[config.mk]
export PLATFORM = sky130hd
export DESIGN_NAME = cr_kme_fifo_reader
export DESIGN_NICKNAME = d
export VERILOG_FILES = /design/src/rtl/cr_kme_fifo_reader.sv
export SDC_FILE = /design/constraint.sdc
export NUM_CORES = 1
export LEC_CHECK = 0
export BUFFER_PORTS_ARGS = -buffer_cell sky130_fd_sc_hd__buf_2
export CORE_MARGIN = 4
export CORE_UTILIZATION = 47
export DETAILED_ROUTE_END_ITERATION = 8
export PLACE_DENSITY = 0.7
export SLEW_MARGIN = 20
export SYNTH_ARGS = -nofsm -noshare
export SYNTH_HDL_FRONTEND = slang
export SYNTH_SLANG_ARGS = --single-unit
[constraint.sdc]
create_clock -name clk -period 3 [get_ports clk]
set_input_delay 0.15 -clock clk [delete_from_list [all_inputs] [get_ports clk]]
set_output_delay 0.15 -clock clk [all_outputs]
set_load 0.03 [all_outputs]
[src/rtl/cr_kme_fifo_reader.sv]
// cr_kme_fifo_reader: pops framed entries from a FIFO into a 2-entry
// skid buffer and streams them downstream with frame tracking and flush.
// Ports:
//   clk, rst        - clock, synchronous active-high reset
//   fifo_out[70:0]  - FIFO head entry, bit 70 = last, 69:0 = payload
//   fifo_out_valid  - FIFO non-empty
//   fifo_out_ack    - pop strobe to FIFO
//   flush_req       - pulse: discard through next last-flagged entry
//   out_data/out_last/out_valid/out_ready - downstream handshake
//   frame_count     - frames delivered (saturating)
//   flushing        - FSM in FLUSH
//   proto_err       - sticky internal protocol error
// Option: CR_KME_RD_FRAME_CNT_EN enables the frame counter; otherwise
// frame_count is tied to zero.
module cr_kme_fifo_reader (
  input  logic        clk,
  input  logic        rst,
  input  logic [70:0] fifo_out,
  input  logic        fifo_out_valid,
  output logic        fifo_out_ack,
  input  logic        flush_req,
  output logic [69:0] out_data,
  output logic        out_last,
  output logic        out_valid,
  input  logic        out_ready,
  output logic [15:0] frame_count,
  output logic        flushing,
  output logic        proto_err
);

  typedef enum logic [1:0] {
    IDLE,
    IN_FRAME,
    FLUSH
  } state_t;

  state_t      state_q, state_d;
  logic [69:0] d0_q, d1_q, d0_d, d1_d;
  logic        l0_q, l1_q, l0_d, l1_d;
  logic [1:0]  cnt_q, cnt_d;
  logic [1:0]  cnt_pop;
  logic        pop, acc, push, start_flush;
  logic        in_last;
  logic        proto_d;

  assign in_last   = fifo_out[70];
  assign out_valid = (cnt_q != 2'd0);
  assign out_data  = d0_q;
  assign out_last  = l0_q;
  assign flushing  = (state_q == FLUSH);

  assign pop     = out_valid & out_ready;
  assign cnt_pop = cnt_q - {1'b0, pop};

  // In FLUSH entries are discarded, so room in the skid is irrelevant.
  assign fifo_out_ack = ~rst & fifo_out_valid &
                        ((cnt_pop != 2'd2) | flushing);

  assign acc         = fifo_out_ack;
  assign start_flush = flush_req & ~flushing;
  // An entry accepted in the flush cycle belongs to the discarded run.
  assign push        = acc & ~start_flush & ~flushing;

  always_comb begin
    state_d = state_q;
    unique case (state_q)
      IDLE:     if (acc && !in_last) state_d = IN_FRAME;
      IN_FRAME: if (acc && in_last)  state_d = IDLE;
      FLUSH:    if (acc && in_last)  state_d = IDLE;
      default:  state_d = IDLE;
    endcase
    if (start_flush) begin
      state_d = (acc && in_last) ? IDLE : FLUSH;
    end
  end

  always_comb begin
    d0_d  = d0_q;
    d1_d  = d1_q;
    l0_d  = l0_q;
    l1_d  = l1_q;
    cnt_d = cnt_q;
    if (start_flush) begin
      cnt_d = 2'd0;
    end else begin
      unique case ({pop, push})
        2'b10: begin
          d0_d  = d1_q;
          l0_d  = l1_q;
          cnt_d = cnt_q - 2'd1;
        end
        2'b01: begin
          if (cnt_q == 2'd0) begin
            d0_d = fifo_out[69:0];
            l0_d = in_last;
          end else begin
            d1_d = fifo_out[69:0];
            l1_d = in_last;
          end
          cnt_d = cnt_q + 2'd1;
        end
        2'b11: begin
          if (cnt_q == 2'd1) begin
            d0_d = fifo_out[69:0];
            l0_d = in_last;
          end else begin
            d0_d = d1_q;
            l0_d = l1_q;
            d1_d = fifo_out[69:0];
            l1_d = in_last;
          end
        end
        default: ;
      endcase
    end
  end

  // Head vanishing without a transfer is only legal via a flush.
  assign proto_d = out_valid & ~pop & ~start_flush &
                   (cnt_d == 2'd0) & (state_d != FLUSH);

  always_ff @(posedge clk) begin
    if (rst) begin
      state_q   <= IDLE;
      cnt_q     <= 2'd0;
      d0_q      <= '0;
      d1_q      <= '0;
      l0_q      <= 1'b0;
      l1_q      <= 1'b0;
      proto_err <= 1'b0;
    end else begin
      state_q   <= state_d;
      cnt_q     <= cnt_d;
      d0_q      <= d0_d;
      d1_q      <= d1_d;
      l0_q      <= l0_d;
      l1_q      <= l1_d;
      proto_err <= proto_err | proto_d;
    end
  end

`ifdef CR_KME_RD_FRAME_CNT_EN
  logic [15:0] frame_cnt_q;

  always_ff @(posedge clk) begin
    if (rst) begin
      frame_cnt_q <= '0;
    end else if (pop && l0_q && frame_cnt_q != 16'hFFFF) begin
      frame_cnt_q <= frame_cnt_q + 16'd1;
    end
  end

  assign frame_count = frame_cnt_q;
`else
  assign frame_count = '0;
`endif

endmodule

Word-level counts from Yosys, hierarchy flattened
Index checks and enable logic that the tools add are counted.
Operators by class
  $add $sub $neg: 3
  reduce and logical (&&, ||, !) cells: 12
  bitwise gates (word level): 16
  equality and inequality tests: 11
  mux-type cells: 19
Operator list (count)
  $mux 70: 4
  $pmux 70 s3: 1
  $pmux 70 s2: 1
  $and 1x1->1: 10
  $mux 2: 5
  $ne 2x2->1 const B: 5
  $pmux 2 s2: 2
  $eq 2x1->1 const B: 3
  $eq 2x2->1 const B: 3
  $logic_not 2->1: 3
  $mux 1: 4
  $not 1->1: 4
  $reduce_and 4->1: 1
  $reduce_bool 2->1: 2
  $pmux 1 s3: 1
  $reduce_and 3->1: 1
  $reduce_bool 3->1: 1
  $add 2x1->2 const B: 1
  $logic_and 1x1->1: 2
  $or 1x1->1: 2
  $pmux 1 s2: 1
  $reduce_or 2->1: 1
  $sub 2x1->2: 1
  $sub 2x1->2 const B: 1
  $logic_not 1->1: 1
Word-level totals
  bits in registers: 147

Logic depth before layout (Yosys ltp)
  depth after elaboration: 15
  gate-level depth with buffers: 14
  depth with buffers taken out: 13

Worst setup path before layout
No wires, ideal clock.
  path type: reg-to-reg
  from: reg cnt_q[0]
  to: reg d0_q[0], in the netlist out_data[0]
  setup slack: 0.110 ns
  stages on the path, launching flop included: 12
  arrival time: 2.804 ns
  buffers on the path: 1
  data required time: 2.914 ns
  cell sequence: dfxtp_1 > inv_1 > ha_1 > nor2b_2 > xnor2_1 > o21a_1 > and2_1 > ha_1 > mux2i_1 > buf_2 > a22oi_1 > a211oi_1
On the way
  longest elaborated chain between the ends: 11
  elaborated cells between the ends (all ways): 18
  classes of those cells: add/sub (1); eq/ne (6); mux (2); bitwise (5); reduce/logical (4)
RTL lines
  start: declaration: line 40  | logic [1:0] cnt_q, cnt_d;
  start signal: assignment: line 133  | cnt_q <= cnt_d;
  $reduce_bool 2->1: line 47  | assign out_valid = (cnt_q != 2'd0);
  $and 1x1->1: line 52  | assign pop = out_valid & out_ready;
  $sub 2x1->2 *: line 53  | assign cnt_pop = cnt_q - {1'b0, pop};
  $ne 2x2->1 *: line 57  | ((cnt_pop != 2'd2) | flushing);
  $or 1x1->1 *: line 57
  $and 1x1->1 *: line 56  | assign fifo_out_ack = ~rst & fifo_out_valid &
  net fifo_out_ack: line 20  | output logic fifo_out_ack,
  $and 1x1->1 * (2 in series): line 62  | assign push = acc & ~start_flush & ~flushing;
  $eq 2x1->1 / $eq 2x2->1 (equally long branches): line 86  | unique case ({pop, push})
  $ne 2x2->1 (no source line) / $reduce_bool 3->1 (equally long branches)
  $reduce_and 3->1 (no source line)
  end signal: assignment: line 126  | d0_q <= '0;
  end signal: assignment: line 134  | d0_q <= d0_d;
  end: declaration: line 38  | logic [69:0] d0_q, d1_q, d0_d, d1_d;
Mark *: on every way through the listed nets, which the timed path passes. The rest lies on a longest branch.
A chain may end at the register's enable or synchronous reset.

Worst setup path after layout
  from: reg cnt_q[0]
  to: reg d1_q[49]
On the way
  longest elaborated chain between the ends: 11
  elaborated cells between the ends (all ways): 17
  classes of those cells: add/sub (1); eq/ne (6); mux (1); bitwise (5); reduce/logical (4)
RTL lines
  $reduce_bool 2->1: line 47
  $and 1x1->1: line 52
  $sub 2x1->2: line 53
  $ne 2x2->1: line 57
  $or 1x1->1: line 57
  $and 1x1->1: line 56
  $and 1x1->1 (2 in series): line 62
  $eq 2x2->1 / $eq 2x1->1 (equally long branches): line 86
  $ne 2x2->1 (no source line) / $reduce_bool 2->1 (equally long branches)
  $reduce_and 4->1 (no source line)
  end signal: assignment: line 127  | d1_q <= '0;
  end signal: assignment: line 135  | d1_q <= d1_d;
  end: declaration: line 38
Several ways; a longest one is shown, not always the timed one.

==> key figures <==
Yosys
  – Post-synth cell types: 36
  – Cell taking the most area after synthesis: dfxtp_1
  – Avg Inst Size Synth: 8.49 µm²
  – Yosys Warn Count: 0
  – Seq cells post-synth: 147
  – Cell area after synthesis: 0.00607 mm²
  – Seq/Total Area, Yosys: 0.485
  – Synth Flop Type: dfxtp_1
  – Top cells by area in the synthesized netlist: dfxtp_1 48%, a211oi_1 8.9%, a22oi_1 8.9%
  – Proportion of netlist area held by the largest area contributor: 0.485
  – Count of mapped cells out of synthesis: 715
  – Top cell types by occurrence after synthesis: 147 x dfxtp_1, 144 x nand2_1, 77 x nor2_1
  – Share of synthesized flip-flops with an asynchronous set or reset: 0
  – Most common cell in the netlist: dfxtp_1
  – Number of enable-type register cells in the synthesized netlist: 0

Status
  – Outcome: finished clean

STA
  – Setup repair after global routing missed its margin: true
  – Final Hold Fails: 0
  – Final worst path period share: 0.946
  – Setup violations, final: 0
  – Max-slew violation count: 0
  – Top achievable clock speed: 0.352 GHz
  – Tmin final: 2.84 ns
  – Worst slew pin tran: 0.782 ns
  – Worst hold margin: 0.0201 ns
  – Worst setup slack after layout: 0.162 ns
  – Relative max-transition margin: 0.479
  – Clk_skew: 0.00950 ns

Route
  – Final Routed Wirelength: 16,500 µm
  – Sum of routed wire segments on met1: 6970 µm
  – Drt wl/cell: 15.2 µm
  – Length of the first detailed-routing pass in iterations: 5
  – Vias/cell: 5.32
  – DR WL met3: 1200 µm
  – Post-detailed-route count of antenna-violating nets: 0
  – Drc violations: 0
  – Total number of vias: 5,809
  – Amount of wire on met2 after detailed routing: 8000 µm
  – Uppermost layer routed: met4
  – Starting DRT DRC Count: 451

Finish
  – Fraction of the core area covered by cells at the end of the flow: 0.658
  – Growth of design area from synthesis to finish: 36.7%
  – Fraction of final layout cells sized beyond drive strength 1: 0.233
  – # diodes: 0
  – Post-layout net count: 991

Clock network
  – CTS Buf Count: 17
  – Clock network latency to the later pin of the worst-skew pair: 0.42 ns
  – Clock transition at the registers of the reported paths: 0.06 ns
  – Library cell used as clock root buffer: clkbuf_16
  – CTS HTree Levels: 4
  – Number of buffers between clock root and the deepest sink: 2
  – Number of clock sinks: 147
  – CTS tree: done

Flow run
  – Max-capacitance violation count: 0

Floorplanning
  – Height of the chip: 122 µm
  – Area of the core: 0.0126 mm²
  – Die X: 122 µm
  – Top Ports: 167
  – Cell row count: 41
  – Die Outline Area: 0.0148 mm²
  – Initial core utilization: 0.481

GRT
  – Largest net degree at the start of global routing: 77
  – Antenna violations before repair: 0
  – Global-route usage over all layers: 0.214
  – Number of global-route vias before repair: 5,403
  – Wire length of the first global-routing pass: 25,700 µm
  – GR Overflow Total: 0

Worst setup path
  – Crit start category: flop
  – Worst-case register-to-register setup slack: 0.16 ns
  – Data required time of the worst path: 3.33 ns
  – Worst setup endpoint: d1_q[49]$_SDFFE_PP0P_
  – Critical path startpoint: cnt_q[0]$_SDFF_PP0_
  – Path type of the worst setup path: reg2reg
  – Number of cells on the worst reg-to-reg path: 12
  – Source of the worst register-to-register timing path: cnt_q[0]$_SDFF_PP0_
  – Crit Path Max Fanout: 31
  – Arrival time at the worst endpoint: 3.17 ns
  – Critical Path Sink Type: flop
  – Reg2reg end: d1_q[49]$_SDFFE_PP0P_

Worst hold path
  – Source of the worst hold timing path: fifo_out[5]
  – Class of the tightest hold or removal check: in2reg

Power and ir drop
  – Total power density per cell area: 593 mW/mm²
  – Total Power Consumption: 4.92 mW
  – Maximum vdd ir drop: 0.000351 V
  – Leakage power summed over all cells: 3.20 nW

Placement
  – Number of buffers added on ports: 150
  – Worst slack at placement: 0.0591 ns
  – Hpwl dp: 9830 µm
  – Routability congestion estimate from global placement: 0.891
## repair_timing
item                                    CTS  global route
endpoints found under the hold margin    69             0
endpoints found under the setup margin    0           142
gates resized for setup                   0             6
hold buffers                             69             0
buffers inserted                          0             1
## cell type report
class	count	area [µm²]
fill	1030	4320
sequential	147	2940
multi-input combinational	495	2750
timing repair buffer	237	1740
clock buffer	24	522
tap	172	215
clock inverter	8	96.3
inverter	9	33.8
## through the flow
stage | cells | TNS, ns | instance area [µm²]
final | 1092 | 0 | 8300
after global routing | 1092 | -0.00214 | 8300
after CTS | 1088 | 0 | 8180
after detailed placement | 987 | 0 | 6870
after global placement | 987 | 0 | 6870
after floorplan | 730 | 0 | 6130
## critical path, cell delays in order, from the launching register on
cell	delay, ns
dfxtp_1	0.41
inv_1	0.10
ha_1	0.28
nor2b_2	0.16
xnor2_1	0.12
o21a_1	0.23
and2_2	0.23
ha_4	0.21
a21oi_2	0.21
o211a_2	0.31
buf_12	0.23
nand2_1	0.09
a21oi_1	0.16
## kinds of logic (layout without fill, tap and decap cells)
| family | count (synthesis) | in the layout | share of synthesized area |
|---|---|---|---|
| mux | 2 | 2 | 0.00330 |
| xor+xnor | 1 | 1 | 0.00144 |
| buf+inv | 88 | 278 | 0.0822 |
| other cells | 1 | 16 | 0.000618 |
| fa+ha+maj | 8 | 8 | 0.0165 |
| flops | 147 | 147 | 0.485 |
| simple gates | 236 | 236 | 0.153 |
| compound gates | 232 | 232 | 0.259 |
## state kept, by name (all words and copies together) (netlist names)
name and count:
d1_q 70, proto_err 1, out_last 1, out_data 70, state_q 2, cnt_q 2, l1_q 1
## report_power, final
group | switching (mW) | leakage, nW | internal [mW]
sequential | 0.0435 | 1.19 | 2.03
combinational | 0.408 | 1.69 | 0.264
clock | 0.798 | 0.308 | 1.37
total | 1.25 | 3.20 | 3.67
## worst min path at each step
stage | cells after the start | to | slack (ns)
detailed placement | 3 | d1_q[56]$_SDFFE_PP0P_ | 0.41
global route | 3 | d1_q[5]$_SDFFE_PP0P_ | 0.01
CTS | 3 | d1_q[5]$_SDFFE_PP0P_ | 0.001
finish | 3 | d1_q[5]$_SDFFE_PP0P_ | 0.02
global placement | 3 | d1_q[2]$_SDFFE_PP0P_ | 0.40
floorplan | 2 | d1_q[0]$_SDFFE_PP0P_ | 0.29
## cells in the final DEF (no fill, tap or decap), types with 2 or more instances in the layout
| cell type | count |
|---|---|
| a211oi_1 | 71 |
| a21oi_1 | 75 |
| a22oi_1 | 72 |
| buf_12 | 9 |
| buf_2 | 149 |
| buf_4 | 7 |
| bufinv_16 | 2 |
| clkbuf_16 | 20 |
| clkbuf_8 | 7 |
| clkinv_2 | 4 |
| conb_1 | 16 |
| dfxtp_1 | 147 |
| dlygate4sd3_1 | 69 |
| ha_1 | 6 |
| ha_4 | 2 |
| inv_1 | 9 |
| nand2_1 | 143 |
| nand2b_1 | 2 |
| nor2_1 | 77 |
| nor3_1 | 6 |
## routing by layer
metal | up-vias | global-route usage
met5 | - | 0
met1 | 2670 | 0.268
met2 | 237 | 0.353
met4 | 0 | 0.0847
met3 | 38 | 0.0543
li1 | 2864 | -
Note: power is estimated with default switching activity, not from simulation.
